==> config.mk <==
export PLATFORM = sky130hd
export DESIGN_NAME = toggle_pulse_gen_flat
export DESIGN_NICKNAME = d
export VERILOG_FILES = /design/src/rtl/toggle_pulse_gen_if.sv /design/src/rtl/toggle_pulse_gen.sv /design/src/flat_wrapper.sv
export SDC_FILE = /design/constraint.sdc
export NUM_CORES = 1
export LEC_CHECK = 0
export CORE_MARGIN = 2
export CORE_UTILIZATION = 50
export CTS_CLUSTER_DIAMETER = 100
export DETAILED_ROUTE_END_ITERATION = 8
export HOLD_SLACK_MARGIN = 0.12
export PLACE_DENSITY = 0.9
export RECOVER_POWER = 100
export SETUP_SLACK_MARGIN = 0.05
export SLEW_MARGIN = 30
export SYNTH_ARGS = -nofsm -noshare
export SYNTH_HDL_FRONTEND = slang
export SYNTH_SLANG_ARGS = --single-unit
==> constraint.sdc <==
create_clock -name clk -period 2.59 [get_ports clk]
set_clock_uncertainty 0.1 [all_clocks]
set_input_delay 0.518 -clock clk [delete_from_list [all_inputs] [get_ports clk]]
set_output_delay 0.518 -clock clk [all_outputs]
set_load 0.01 [all_outputs]
==> src/rtl/toggle_pulse_gen_if.sv <==
// toggle_pulse_gen_if
//   Bundles the button-side inputs and the status/strobe outputs of the
//   toggle pulse generator.
//   btn_in      : raw asynchronous button level, 1 = pressed
//   enable      : gate for t_out (presses are still counted when low)
//   t_out       : one-cycle toggle strobe per accepted press
//   btn_stable  : debounced button level
//   busy        : high while a level change is being debounced
//   press_count : accepted presses, wraps modulo 2^CNT_W
//   master drives btn_in/enable, slave (the generator) drives the rest.
interface toggle_pulse_gen_if #(
   parameter int CNT_W = 8
);
   logic             btn_in;
   logic             enable;
   logic             t_out;
   logic             btn_stable;
   logic             busy;
   logic [CNT_W-1:0] press_count;

   modport master (
      output btn_in,
      output enable,
      input  t_out,
      input  btn_stable,
      input  busy,
      input  press_count
   );

   modport slave (
      input  btn_in,
      input  enable,
      output t_out,
      output btn_stable,
      output busy,
      output press_count
   );
endinterface

==> src/rtl/toggle_pulse_gen.sv <==
// toggle_pulse_gen
//   Synchronises and debounces a raw push-button level and emits a single
//   clean toggle strobe per accepted press, for the T flip-flop stage.
//   clk   : system clock, all state on rising edge
//   reset : asynchronous, active-low reset
//   pif   : slave side of toggle_pulse_gen_if (btn_in, enable in;
//           t_out, btn_stable, busy, press_count out, all registered)
module toggle_pulse_gen #(
   parameter int SYNC_STAGES     = 2,
   parameter int DEBOUNCE_CYCLES = 4,
   parameter int CNT_W           = 8
) (
   input  logic               clk,
   input  logic               reset,
   toggle_pulse_gen_if.slave  pif
);

   localparam int          DB_W    = (DEBOUNCE_CYCLES > 1) ? $clog2(DEBOUNCE_CYCLES) : 1;
   localparam logic [DB_W-1:0] CNT_MAX = DB_W'(DEBOUNCE_CYCLES - 1);

   typedef enum logic [1:0] {
      IDLE,
      DB_PRESS,
      PRESSED,
      DB_RELEASE
   } state_t;

   logic [SYNC_STAGES-1:0] sync_q;
   logic                   sync_btn;

   state_t                 state_q, state_d;
   logic [DB_W-1:0]        cnt_q, cnt_d;
   logic                   accept;

   logic                   t_out_q, t_out_d;
   logic                   stable_q, stable_d;
   logic                   busy_q, busy_d;
   logic [CNT_W-1:0]       count_q, count_d;

   // Synchroniser chain; only the last stage is seen by the FSM.
   always_ff @(posedge clk or negedge reset) begin
      if (!reset) begin
         sync_q <= '0;
      end else begin
         sync_q <= {sync_q[SYNC_STAGES-2:0], pif.btn_in};
      end
   end

   assign sync_btn = sync_q[SYNC_STAGES-1];

   // State register (FSM state and debounce counter).
   always_ff @(posedge clk or negedge reset) begin
      if (!reset) begin
         state_q <= IDLE;
         cnt_q   <= '0;
      end else begin
         state_q <= state_d;
         cnt_q   <= cnt_d;
      end
   end

   // Next-state logic. The counter is cleared on every state entry, so a
   // debounce state always starts counting from zero.
   always_comb begin
      state_d = state_q;
      cnt_d   = cnt_q;
      accept  = 1'b0;
      unique case (state_q)
         IDLE: begin
            if (sync_btn) begin
               state_d = DB_PRESS;
               cnt_d   = '0;
            end
         end
         DB_PRESS: begin
            if (!sync_btn) begin
               state_d = IDLE;
               cnt_d   = '0;
            end else if (cnt_q == CNT_MAX) begin
               state_d = PRESSED;
               cnt_d   = '0;
               accept  = 1'b1;
            end else begin
               cnt_d = cnt_q + DB_W'(1);
            end
         end
         PRESSED: begin
            if (!sync_btn) begin
               state_d = DB_RELEASE;
               cnt_d   = '0;
            end
         end
         DB_RELEASE: begin
            if (sync_btn) begin
               state_d = PRESSED;
               cnt_d   = '0;
            end else if (cnt_q == CNT_MAX) begin
               state_d = IDLE;
               cnt_d   = '0;
            end else begin
               cnt_d = cnt_q + DB_W'(1);
            end
         end
         default: begin
            state_d = IDLE;
            cnt_d   = '0;
         end
      endcase
   end

   // Output logic. Outputs are decoded from the next state so that the
   // registered values line up with the state they describe.
   always_comb begin
      t_out_d  = accept & pif.enable;
      stable_d = (state_d == PRESSED)  || (state_d == DB_RELEASE);
      busy_d   = (state_d == DB_PRESS) || (state_d == DB_RELEASE);
      count_d  = accept ? count_q + CNT_W'(1) : count_q;
   end

   always_ff @(posedge clk or negedge reset) begin
      if (!reset) begin
         t_out_q  <= 1'b0;
         stable_q <= 1'b0;
         busy_q   <= 1'b0;
         count_q  <= '0;
      end else begin
         t_out_q  <= t_out_d;
         stable_q <= stable_d;
         busy_q   <= busy_d;
         count_q  <= count_d;
      end
   end

   assign pif.t_out       = t_out_q;
   assign pif.btn_stable  = stable_q;
   assign pif.busy        = busy_q;
   assign pif.press_count = count_q;

endmodule
==> src/flat_wrapper.sv <==
// flat-port wrapper written by rule: the top's interface ports become plain ports
module toggle_pulse_gen_flat 
#(
   parameter int SYNC_STAGES     = 2,
   parameter int DEBOUNCE_CYCLES = 4,
   parameter int CNT_W           = 8
)
  (clk, reset, pif_btn_in, pif_enable, pif_t_out, pif_btn_stable, pif_busy, pif_press_count);
  toggle_pulse_gen_if #(.CNT_W(CNT_W)) pif_i ();
  input  logic clk;
  input  logic reset;
  input wire logic [$bits(pif_i.btn_in)-1:0] pif_btn_in;
  input wire logic [$bits(pif_i.enable)-1:0] pif_enable;
  output wire logic [$bits(pif_i.t_out)-1:0] pif_t_out;
  output wire logic [$bits(pif_i.btn_stable)-1:0] pif_btn_stable;
  output wire logic [$bits(pif_i.busy)-1:0] pif_busy;
  output wire logic [$bits(pif_i.press_count)-1:0] pif_press_count;
  assign pif_i.btn_in = pif_btn_in;
  assign pif_i.enable = pif_enable;
  assign pif_t_out = pif_i.t_out;
  assign pif_btn_stable = pif_i.btn_stable;
  assign pif_busy = pif_i.busy;
  assign pif_press_count = pif_i.press_count;
  toggle_pulse_gen #(.SYNC_STAGES(SYNC_STAGES), .DEBOUNCE_CYCLES(DEBOUNCE_CYCLES), .CNT_W(CNT_W)) u_core (.clk(clk), .reset(reset), .pif(pif_i));
endmodule
=== Yosys cells after proc, flatten, opt, wreduce, memory -nomap -nowiden ===
Cells that the tools add are included.

* Input bits: 4
* Output and inout bits: 11
* Word-level logic and storage cells: 39
* Register bits: 17

* Equality and inequality tests: 9
* Reductions and logical operators: 4
* Multiplexer cells: 16
* Bitwise gates (word level): 1
* $add $sub $neg: 2

{| class="wikitable"
|+ Operators with widths
! kind !! number
|-
| 2-to-1 mux 2 bit || 11
|-
| case mux 2 bit (4 select lines) || 2
|-
| == test 2 bit, second input constant || 5
|-
| adder 8 x 1 -> 8 bit, second input constant || 1
|-
| == test 2 x 1 -> 1 bit, second input constant || 2
|-
| 2-to-1 mux 1 bit || 3
|-
| adder 2 x 1 -> 2 bit, second input constant || 1
|-
| logical NOT 2 bit || 1
|-
| logical OR 1 bit || 2
|-
| inequality test 2 x 1 -> 1 bit, second input constant || 1
|-
| inequality test 2 bit, second input constant || 1
|-
| AND reduction 2 bit || 1
|-
| bitwise AND 1 bit || 1
|}

=== Depth between registers and ports, before layout ===
* Word-level depth: 6
* Gate-level depth with buffers: 4
* Depth with buffers taken out: 4

=== Least setup slack after synthesis ===
OpenSTA, ideal clock, no wires.

* Path kind: reg-to-reg
* Start: reg u_core.cnt_q[0]
* End: reg u_core.count_q[7] (netlist: u_core.pif.press_count[7])
* Path buffers: 0
* Data required time: 2411 ps
* Period minus slack after synthesis: 1348 ps
* Arrival: 1168 ps
* Path slack: 1242 ps
* Setup time: 79 ps
* Cell stages (with the launch flop): 5
* Path through: dfrtp_1 -> ha_1 -> nand4b_4 -> nor4_4 -> xor2_1

* Word-level cells in the longest chain between the ends: 4

{| class="wikitable"
|+ Ends and longest elaborated chain
! item !! RTL line !! source
|-
| start: declaration || toggle_pulse_gen.sv:32 || <nowiki>logic [DB_W-1:0] cnt_q, cnt_d;</nowiki>
|-
| start signal: assignment || toggle_pulse_gen.sv:58 || <nowiki>cnt_q <= cnt_d;</nowiki>
|-
| == test 2 bit || toggle_pulse_gen.sv:79 || <nowiki>end else if (cnt_q == CNT_MAX) begin</nowiki>
|-
| 2-to-1 mux 1 bit || toggle_pulse_gen.sv:79 ||
|-
| 2-to-1 mux 1 bit || toggle_pulse_gen.sv:76 || <nowiki>if (!sync_btn) begin</nowiki>
|-
| 2-to-1 mux 1 bit || toggle_pulse_gen.sv:68 || <nowiki>unique case (state_q)</nowiki>
|-
| end signal: assignment || toggle_pulse_gen.sv:130 || <nowiki>count_q <= count_d;</nowiki>
|-
| end: declaration || toggle_pulse_gen.sv:38 || <nowiki>logic [CNT_W-1:0] count_q, count_d;</nowiki>
|}

Every way passes these cells.
A chain may end at the register's enable or synchronous reset.

==> results_dict.tcl <==
set metrics [dict create \
    yosysTopAreaCellShare_pct 59.0 \
    grt_antenna_before_repair 0 \
    clock_latency_ps 280 \
    cts_tree "yes" \
    ios 15 \
    finalPower_uw 628 \
    cts_setup_buffers 0 \
    drv_cap 0 \
    ff_latch_area_sq_um 400 \
    die_h_microns 40.8 \
    cts_buffers 3 \
    drive_gt1_share_pct 8.57 \
    clkTransAtPathRegs_ps 90 \
    grt_pass1_vias 382 \
    netlist_instances 52 \
    status "completed" \
    gr-usage-all-layers_pct 17.1 \
    grt_overflow_total 0 \
    wl_per_cell_microns 13.2 \
    fill_cells 101 \
    rsz0062_at_grt "false" \
    netlist_area_sq_um 678 \
    cp-end-kind "output pin" \
    root_buffer "clkbuf_4" \
    leakagePower_nw 0.429 \
    yosys-top-cells-area "dfrtp_1, xnor2_1, xor2_1" \
    die_w_microns 40.8 \
    power_density_nw_per_um2 745 \
    hold_buffers 0 \
    cpLargestDelayFamily "buffers and inverters" \
    vias 457 \
    core_area_sq_um 1280 \
    ys_top_cells_by_count "dfrtp_1, nand2_1, xnor2_1, xor2_1" \
    hold_violations 0 \
    drc_errors 0 \
    yosysTopAreaCell "dfrtp_1" \
    cp.buffers_inverters 1 \
    ys_ff_latch 16 \
    async_flop_share_pct 100 \
    utilization_pct 65.5 \
    place_hpwl_microns 834 \
    ys.warnings.count 0 \
    worst_pin_slew_ps 676 \
    crit_chain "dlygate4sd3_1" \
    dr.pass1.iters 4 \
    clock_sinks 16 \
    cpPeakStageDelay_ps 640 \
    grt_pass1_wl_microns 1660 \
    clock_path_buffers 2 \
    min_path_type "register to register" \
    fin_crit_sh_pct 78.1 \
    antenna_cells 0 \
    critPathKind "register to output pin" \
    ctsResizeCount 0 \
    synth_ff_type "dfrtp_1" \
    avgSynthCellArea_sq_um 13.0 \
    yosysUniqueCellTypes 18 \
    area_growth_pct 24.2 \
    fin_tns_setup_ps 0 \
    setup_viol 0 \
    fmax_mhz 494 \
    synth.most_common_cell "dfrtp_1" \
    ant_nets 0 \
    start_util_pct 52.8 \
    max_slew_margin_pct 54.8 \
    grt_max_degree 17 \
    dieArea_sq_um 1670 \
    synth_edf_count 0 \
    gp_congestion 0.716 \
    peakVddDrop_mv 0.377 \
    fp-row-count 13 \
    min_path_cells 0 \
    h-tree-depth 1 \
    totalWireLength_microns 1120 \
    syn-num-nets 58 \
    ys_seq_area_share_pct 59.0 \
    fin_crit_ps 2020 \
    r2r_cells 4 \
    worstPathMaxFanout 9 \
    required_ps 1970 \
    slew_viol_final 0 \
    multi_input_area_sq_um 246 \
    drtIter0Drc 5 \
    portBuffers 14 \
    layout.nets 77 \
    worstPathArrival_ps 1400 \
    worst-path-stages 1 \
    vias_per_cell 5.38 \
    crit_path_start_kind "register" \
    cp_slowest_cell "dlygate4sd3_1" \
]
==> worst register-to-register path, stage by stage (launching register included) <==
cell	delay, ps
dfrtp_1	380
ha_1	230
nand4b_1	270
nor4_1	470
xor2_1	200
==> layout by cell type, fill, tap and decap left out, types with 2 or more instances in the layout <==
cell / count
clkbuf_4: 3
dlygate4sd3_1: 13
nand2_1: 8
mux2_2: 2
dfrtp_1: 16
nor3_1: 2
o21ai_0: 2
xnor2_1: 4
nand3b_1: 2
xor2_1: 4
ha_1: 2
nand3_1: 2
==> final timing paths <==
check                                       startpoint                                    end  slack, ps
hold / removal              u_core.sync_q[0]$_DFF_PN0_             u_core.sync_q[1]$_DFF_PN0_        260
min in group asynchronous                        reset        u_core.pif.btn_stable$_DFF_PN0_        610
max in group asynchronous                        reset  u_core.pif.press_count[7]$_DFFE_PN0P_       1360
hold reg to reg             u_core.sync_q[0]$_DFF_PN0_             u_core.sync_q[1]$_DFF_PN0_        260
setup / recovery           u_core.state_q[0]$_DFF_PN0_                               pif_busy        570
setup reg to reg           u_core.cnt_q[0]$_DFFE_PN0P_  u_core.pif.press_count[7]$_DFFE_PN0P_        880
==> metrics by stage <==
step	instance area, sq um	worst slack [ps]	hold slack, ps	std cells
after global placement	837	925	234	81
final	842	567	255	85
after global routing	842	505	264	85
after CTS	873	562	259	85
after floorplan	678	1240	122	52
after detailed placement	837	906	238	81
==> final cells by class <==
type	instances	area share, %
Clock buffer	4	4.31
Multi-Input combinational cell	36	29.3
Sequential cell	16	47.5
Tap cell	15	2.23
Timing Repair Buffer	14	16.6
==> cells by family (layout without fill, tap and decap cells) <==
family,Yosys count,count (layout),share of synthesized area [%]
AO/OA/AOI/OAI,3,3,2.21
XOR/XNOR,8,8,10.3
AND/OR/NAND/NOR,21,21,21.4
multiplexers,2,2,3.32
adder cells (fa/ha/maj),2,2,3.69
buffers and inverters,0,18,0
flip-flops,16,16,59.0
==> sequential cells by signal, summed over array words and instances (netlist names) <==
name and flops:
u_core.state_q 2, u_core.pif.t_out 1, u_core.pif.btn_stable 1, u_core.pif.press_count 8, u_core.cnt_q 2, u_core.sync_q 2
==> metal layers <==
metal  vias up  track usage, %  wire (microns)  share of wire [%]
met5         -               0               0                  0
met4         0            12.5              12                1.1
met3         2            8.15              36                3.2
met2         9            25.4             554                 49
met1       232            18.7             517                 46
li1        214               -               -                  -
==> power breakdown <==
part / switching [mW] / total [mW] / internal (mW)
clock network: 0.0738 / 0.159 / 0.0856
logic: 0.0593 / 0.135 / 0.0757
registers: 0.0415 / 0.333 / 0.292
total: 0.175 / 0.628 / 0.453
Power figures use the tool's default switching activity.
